## src/rtl/mmu_access_arbiter.sv

```systemverilog
`default_nettype none
//==============================================================================
// Module      : mmu_access_arbiter
// Description : Two-into-one access arbiter in front of the MMU. Port s0
//               (instruction side) and port s1 (data side) compete for a
//               single registered output buffer. The master port is driven
//               only from that buffer, so every accepted beat appears on
//               m_*_o exactly one cycle after the slave handshake. The block
//               sustains one beat per cycle while the master is not full.
//
//               Handshake on every port: a beat transfers when valid=1 and
//               full=0.
//
// Widths      : `XLEN (address/data) and `MMU_USER_W (user sideband) are
//               normally supplied by prv664_config.svh. Fallback values are
//               defined below so the file also elaborates stand-alone.
//
// Build option: MMU_ARB_RR_EN
//               defined   -> round-robin on conflict; the pointer flips to
//                            the port that did not win on every load.
//               undefined -> fixed priority, s1 (data side) wins conflicts;
//                            no pointer register exists.
//
// Ports       :
//   clk_i        in   1           clock, all state on rising edge
//   srst_i       in   1           synchronous active-high reset
//   flush_i      in   1           drop buffered beat, accept nothing
//   sK_id_i      in   8           access id               (K = 0, 1)
//   sK_addr_i    in   XLEN        access address
//   sK_data_i    in   XLEN        store data
//   sK_opcode_i  in   5           access opcode
//   sK_funct_i   in   10          access function
//   sK_user_i    in   MMU_USER_W  user sideband
//   sK_valid_i   in   1           access valid
//   sK_full_o    out  1           back-pressure to slave K
//   m_id_o .. m_user_o  out       buffered beat fields
//   m_valid_o    out  1           buffered beat valid
//   m_full_i     in   1           back-pressure from master
//   m_src_o      out  1           source of buffered beat (0 = s0, 1 = s1)
//
// Revision    : 1.0  initial release
//==============================================================================

`ifndef XLEN
`define XLEN 64
`endif
`ifndef MMU_USER_W
`define MMU_USER_W 8
`endif

module mmu_access_arbiter (
    input  logic                   clk_i,
    input  logic                   srst_i,
    input  logic                   flush_i,

    // slave port 0: instruction side
    input  logic [7:0]             s0_id_i,
    input  logic [`XLEN-1:0]       s0_addr_i,
    input  logic [`XLEN-1:0]       s0_data_i,
    input  logic [4:0]             s0_opcode_i,
    input  logic [9:0]             s0_funct_i,
    input  logic [`MMU_USER_W-1:0] s0_user_i,
    input  logic                   s0_valid_i,
    output logic                   s0_full_o,

    // slave port 1: data side
    input  logic [7:0]             s1_id_i,
    input  logic [`XLEN-1:0]       s1_addr_i,
    input  logic [`XLEN-1:0]       s1_data_i,
    input  logic [4:0]             s1_opcode_i,
    input  logic [9:0]             s1_funct_i,
    input  logic [`MMU_USER_W-1:0] s1_user_i,
    input  logic                   s1_valid_i,
    output logic                   s1_full_o,

    // master port
    output logic [7:0]             m_id_o,
    output logic [`XLEN-1:0]       m_addr_o,
    output logic [`XLEN-1:0]       m_data_o,
    output logic [4:0]             m_opcode_o,
    output logic [9:0]             m_funct_o,
    output logic [`MMU_USER_W-1:0] m_user_o,
    output logic                   m_valid_o,
    input  logic                   m_full_i,
    output logic                   m_src_o
);

    //--------------------------------------------------------------------------
    // Output buffer (single entry)
    //--------------------------------------------------------------------------
    logic                   r_obuf_v;
    logic [7:0]             r_id;
    logic [`XLEN-1:0]       r_addr;
    logic [`XLEN-1:0]       r_data;
    logic [4:0]             r_opcode;
    logic [9:0]             r_funct;
    logic [`MMU_USER_W-1:0] r_user;
    logic                   r_src;

    //--------------------------------------------------------------------------
    // Combinational control
    //--------------------------------------------------------------------------
    logic w_can_load;   // buffer can take a new beat at the next edge
    logic w_grant0;     // s0 wins this cycle (if it can load)
    logic w_grant1;     // s1 wins this cycle (if it can load)
    logic w_load;       // a slave beat is accepted this cycle
    logic w_issue;      // buffered beat leaves on the master port this cycle

    // The buffer is free when empty or when its beat is leaving right now.
    // Flush and reset both forbid accepting anything in their cycle so that
    // no slave ever sees an accept whose beat is then thrown away.
    assign w_can_load = (~r_obuf_v | ~m_full_i) & ~flush_i & ~srst_i;

`ifdef MMU_ARB_RR_EN
    // Round-robin pointer: names the port that wins the next conflict.
    logic r_rr_ptr;

    assign w_grant0 = s0_valid_i & (~s1_valid_i | ~r_rr_ptr);
    assign w_grant1 = s1_valid_i & (~s0_valid_i |  r_rr_ptr);

    // Pointer moves only on an actual load, so a flushed or stalled cycle
    // leaves the fairness order untouched.
    always_ff @(posedge clk_i) begin
        if (srst_i) begin
            r_rr_ptr <= 1'b0;
        end else if (w_load) begin
            r_rr_ptr <= ~w_grant1;
        end
    end
`else
    // Fixed priority: the data side always wins a conflict.
    assign w_grant1 = s1_valid_i;
    assign w_grant0 = s0_valid_i & ~s1_valid_i;
`endif

    assign w_load  = w_can_load & (w_grant0 | w_grant1);
    assign w_issue = r_obuf_v & ~m_full_i & ~flush_i;

    // An idle or losing port sees full=1 as well; only the port actually
    // being accepted sees full=0.
    assign s0_full_o = ~(w_grant0 & w_can_load);
    assign s1_full_o = ~(w_grant1 & w_can_load);

    //--------------------------------------------------------------------------
    // Buffer update
    //--------------------------------------------------------------------------
    always_ff @(posedge clk_i) begin
        if (srst_i) begin
            r_obuf_v <= 1'b0;
            r_id     <= '0;
            r_addr   <= '0;
            r_data   <= '0;
            r_opcode <= '0;
            r_funct  <= '0;
            r_user   <= '0;
            r_src    <= 1'b0;
        end else if (w_load) begin
            // Covers both an empty buffer and issue-with-reload in one edge.
            r_obuf_v <= 1'b1;
            r_src    <= w_grant1;
            if (w_grant1) begin
                r_id     <= s1_id_i;
                r_addr   <= s1_addr_i;
                r_data   <= s1_data_i;
                r_opcode <= s1_opcode_i;
                r_funct  <= s1_funct_i;
                r_user   <= s1_user_i;
            end else begin
                r_id     <= s0_id_i;
                r_addr   <= s0_addr_i;
                r_data   <= s0_data_i;
                r_opcode <= s0_opcode_i;
                r_funct  <= s0_funct_i;
                r_user   <= s0_user_i;
            end
        end else if (flush_i || w_issue) begin
            // Fields are left as they are; only the valid bit matters.
            r_obuf_v <= 1'b0;
        end
        // Otherwise the beat is stalled by m_full_i: every field holds.
    end

    //--------------------------------------------------------------------------
    // Master port: driven from the buffer only
    //--------------------------------------------------------------------------
    // Valid is masked by flush and by reset so a beat being discarded is
    // never presented to the master, not even in the discarding cycle.
    assign m_valid_o  = r_obuf_v & ~flush_i & ~srst_i;
    assign m_id_o     = r_id;
    assign m_addr_o   = r_addr;
    assign m_data_o   = r_data;
    assign m_opcode_o = r_opcode;
    assign m_funct_o  = r_funct;
    assign m_user_o   = r_user;
    assign m_src_o    = r_src;

endmodule

`default_nettype wire

```

## config.mk

```make
export PLATFORM = sky130hd
export DESIGN_NAME = mmu_access_arbiter
export DESIGN_NICKNAME = d
export VERILOG_FILES = /design/src/rtl/mmu_access_arbiter.sv
export SDC_FILE = /design/constraint.sdc
export NUM_CORES = 1
export LEC_CHECK = 0
export CAP_MARGIN = 20
export CORE_AREA = 2 2 190 192
export CTS_CLUSTER_DIAMETER = 80
export DETAILED_ROUTE_END_ITERATION = 8
export DIE_AREA = 0 0 192 194
export DONT_BUFFER_PORTS = 1
export GPL_TIMING_DRIVEN = 0
export SETUP_SLACK_MARGIN = 0.3
export SLEW_MARGIN = 20
export SYNTH_ARGS = -nofsm -noshare
export SYNTH_HDL_FRONTEND = slang
export SYNTH_SLANG_ARGS = --single-unit
```

## constraint.sdc

```tcl
create_clock -name clk_i -period 2.1 [get_ports clk_i]
set_clock_uncertainty 0.15 [all_clocks]
set_input_delay 0.315 -clock clk_i [delete_from_list [all_inputs] [get_ports clk_i]]
set_output_delay 0.315 -clock clk_i [all_outputs]
set_load 0.02 [all_outputs]
```

# Yosys cells after proc, flatten, opt, wreduce, memory -nomap -nowiden
# Cells that the tools add are included.
# W data, S select, Z words.
# word_totals
reg_bits	161
output_inout_bits	163
in_bits	324
wordCells	37
# op_classes
mux	8
bitwise	19
reduce_logical	2
# ops
op	count
$mux W64	2
$mux W8	2
$and A1 B1 Y1	10
$mux W10	1
$not A1 Y1	7
$mux W5	1
$mux W1	2
$or A1 B1 Y1	2
$reduce_bool A2 Y1	1
$logic_or A1 B1 Y1	1

# Logic depth before layout (Yosys ltp)
# depth
depth_word	6
depth_mapped	8
depth_no_buf	3

# Least setup slack after synthesis
# No wires, ideal clock.
# synth_path
kind	input port to output port
startpoint	input port s1_valid_i
endpoint	output port s1_full_o
stages	5
required_time_ps	1635
arrival_time_ps	1399
n_path_buf	3
setup_slack_ps	236
path_cell_list	buf_4 > buf_4 > clkbuf_1 > nand2_1 > or2_1
# synth_between
elab_chain_len	2
# synth_lines
element	line_no	source
start, declared	73	input logic s1_valid_i,
$and A1 B1 Y1	142	assign s1_full_o = ~(w_grant1 & w_can_load);
$not A1 Y1	142	
end, declared	74	output logic s1_full_o,
# No other way between the ends.

# Final worst setup path
# layout_path
startpoint	input port s1_valid_i
endpoint	register r_data[7], in the netlist m_data_o[7]
# layout_between
elab_chain_len	4
elab_cells_between_ends	5
# layout_lines
element	line_no	source
$not A1 Y1	133	assign w_grant0 = s0_valid_i & ~s1_valid_i;
$and A1 B1 Y1	133	
$or A1 B1 Y1	136	assign w_load = w_can_load & (w_grant0 | w_grant1);
$and A1 B1 Y1	136	
end signal, assigned	164	r_data <= s1_data_i;
end signal, assigned	171	r_data <= s0_data_i;
end, declared	94	logic [`XLEN-1:0] r_data;
# Several ways; a longest one is shown, not always the timed one.
# A chain may end at the register's enable or synchronous reset.

==> results.json <==
{
  "numCtsBuffers": 17,
  "yosys.cell_types.count": 20,
  "synthCells": 742,
  "drc_errors": 0,
  "hp-start": "s0_addr_i[27]",
  "multi_input_area_sq_um": 4230,
  "slowest_stage": "dlygate4sd3_1",
  "ios": 487,
  "max_freq_ghz": 0.543,
  "cts_tree": "yes",
  "synth_seq_area_share_pct": 40.7,
  "hp-class": "input port to flop",
  "cp_cell_sequence": "buf_4 -> clkbuf_2 -> mux2i_1 -> dlygate4sd3_1 -> a211oi_2",
  "worstMarginPinSlew_ns": 1.05,
  "crit_type": "input port to flop",
  "design.core.area_sq_um": 35200,
  "clockRootBuffer": "clkbuf_16",
  "vias_per_cell": 5.04,
  "start_util_pct": 22.5,
  "status": "completed",
  "p_per_area_nw_per_um2": 732,
  "htreeDepth": 4,
  "drt_iter0_drc": 231,
  "instances_no_fill": 1451,
  "setup-violations-final": 0,
  "period_share_pct": 87.7,
  "p_leak_nw": 4.26,
  "num-fill-cells": 3506,
  "grt_pass1_wl_microns": 47700,
  "grt_pass1_vias": 7633,
  "register_area_sq_um": 3220,
  "setup.worst_path.start_class": "input port",
  "crit_arrival_ns": 1.99,
  "dieArea_sq_um": 37200,
  "synth_nets": 1066,
  "ant_nets": 0,
  "crit_path_max_incr_delay_ns": 0.61,
  "gp_congestion": 0.881,
  "layout-drive-gt1-share_pct": 21.7,
  "hold_viol": 0,
  "reg2reg_depth": 7,
  "min_period_ns": 1.84,
  "area_growth_pct": 45.4,
  "dp.cells": 1203,
  "io_buffers": 0,
  "grt_usage_pct": 17.4,
  "worstReg2RegStart": "r_obuf_v",
  "maxCapViolCount": 0,
  "cts_buffer_depth": 2,
  "grt_max_degree": 17,
  "cts_num_sinks": 161,
  "r2r-end": "m_data_o[6]",
  "ys.warnings.count": 0,
  "wl_microns": 34500,
  "reg2reg_slack_ns": 0.28,
  "crit_required_ns": 2.24,
  "crit_path_end_kind": "flop",
  "ys_ff_latch": 161,
  "vdd_drop_max_v": 0.000532,
  "grt_setup_unrepaired": "true",
  "overflow": 0,
  "dr.pass1.iters": 4,
  "final_max_slew_viol_count": 0,
  "synth_area_per_cell_sq_um": 10.7,
  "nets": 1298,
  "synth_area_sq_um": 7920,
  "clk_latency_ns": 0.43,
  "path_clk_slew_ns": 0.07,
  "holdWs_ns": 0.0160,
  "crit_fanout": 10,
  "hold_end": "m_addr_o[27]",
  "hpwl_microns": 24400,
  "vias": 7317,
  "antenna_found_initial": 3,
  "die_h_microns": 194,
  "hold_depth": 2,
  "wl_per_cell_microns": 23.8,
  "fp.dieW_microns": 192,
  "slew_headroom_pct": 29.7,
  "rows": 69
}
placed cells by master (no fill, tap or decap), types with 2 or more instances in the layout:
cell type and instances:
clkinv_4 4, clkbuf_1 27, clkbuf_4 9, a211oi_2 110
bufinv_16 2, and2_1 2, inv_6 4, dfxtp_1 160
buf_4 3, diode_2 3, dlygate4sd3_1 207, a21oi_1 162
clkbuf_2 16, clkbuf_8 3, buf_2 17, clkbuf_16 19
clkinvlp_4 2, a211oi_1 49, buf_6 4, buf_12 13
clkinv_2 2, mux2i_1 159
metrics by stage:
step	utilization, %	setup WS (ns)	area (sq um)	total power, mW	TNS, ns
after floorplan	-	0.363	7920	4.53	0
after global placement	24.1	-0.415	8490	4.82	-20.44
after detailed placement	24.1	-0.454	8500	4.85	-23.65
after CTS	32.2	0.218	11300	8.45	0
after global routing	32.7	0.209	11500	8.73	0
final	32.7	0.258	11500	8.43	0
worst max path at each step:
stage / from / endpoint / slack [ns] / cells after the start
4_1_cts: r_obuf_v / m_data_o[41] / 0.22 / 8
6_report: s1_valid_i / m_data_o[7] / 0.26 / 5
2_1_floorplan: s1_valid_i / m_data_o[0] / 0.36 / 8
5_1_grt: r_obuf_v / m_data_o[4] / 0.21 / 8
3_3_place_gp: s1_valid_i / m_data_o[3] / -0.42 / 7
3_5_place_dp: s1_valid_i / m_opcode_o[2] / -0.45 / 7
state kept, by name, summed over array words and instances, names as in the netlist:
register / flops
m_addr_o: 64
m_data_o: 64
m_funct_o: 10
m_id_o: 8
m_user_o: 8
m_opcode_o: 5
m_src_o: 1
r_obuf_v: 1
power breakdown:
part	switching, mW	internal, mW
clock network	1.43	1.77
registers	0.426	3.26
logic	0.782	0.763
total	2.64	5.79
critical path, delay by kind of cell:
family          cells  cell delay [ns]
buf+inv             3             1.30
mux                 1             0.29
compound gates      1             0.07
layout make-up:
type	instances	share of cell area, %
timing repair buffer	214	19.2
clock inverter	14	1.35
sequential	161	28.0
tap	461	5.01
multi-input combinational	491	36.8
antenna	3	0.0652
clock buffer	18	3.73
buffer	88	5.84
inverter	1	0.0326
synth_stat cells:
library cell,n,share of area (%)
a21oi_1,162,10
dfxtp_1,161,41
mux2i_1,159,20
a211oi_2,110,17
clkbuf_1,55,2.6
a211oi_1,49,4.6
buf_2,17,1.1
buf_6,13,1.8
buf_4,3,0.28
and2_1,2,0.16
or2_1,2,0.16
a211oi_4,1,0.25
a21boi_1,1,0.095
buf_1,1,0.047
inv_1,1,0.047
nand2_1,1,0.047
nand2b_1,1,0.079
nand3_1,1,0.063
nor2_1,1,0.047
o21bai_1,1,0.095
repair_timing:
| action | CTS | global route |
|---|---|---|
| setup buffers | 4 | 0 |
| pin swaps | 1 | 1 |
| cloned | 1 | 2 |
| endpoints found under the hold margin | 105 | 4 |
| gates resized for setup | 55 | 30 |
| hold buffers | 202 | 5 |
| setup endpoints to repair | 162 | 144 |
routing by layer:
metal / GRT usage (%) / share of wire [%]
met4: 8.17 / 3.4
met3: 6.19 / 9.5
met5: 0 / 0
met1: 17.3 / 36
met2: 32.0 / 51
logic make-up (layout without fill, tap and decap cells):
group	count (synthesis)	after routing	synth area share (%)
flip-flops	161	161	40.7
AO/OA/AOI/OAI	324	324	32.7
AND/OR/NAND/NOR	8	8	0.553
multiplexers	159	159	20.1
other	0	3	0
buffers and inverters	90	335	5.91
(Power assumes the default switching activity.)
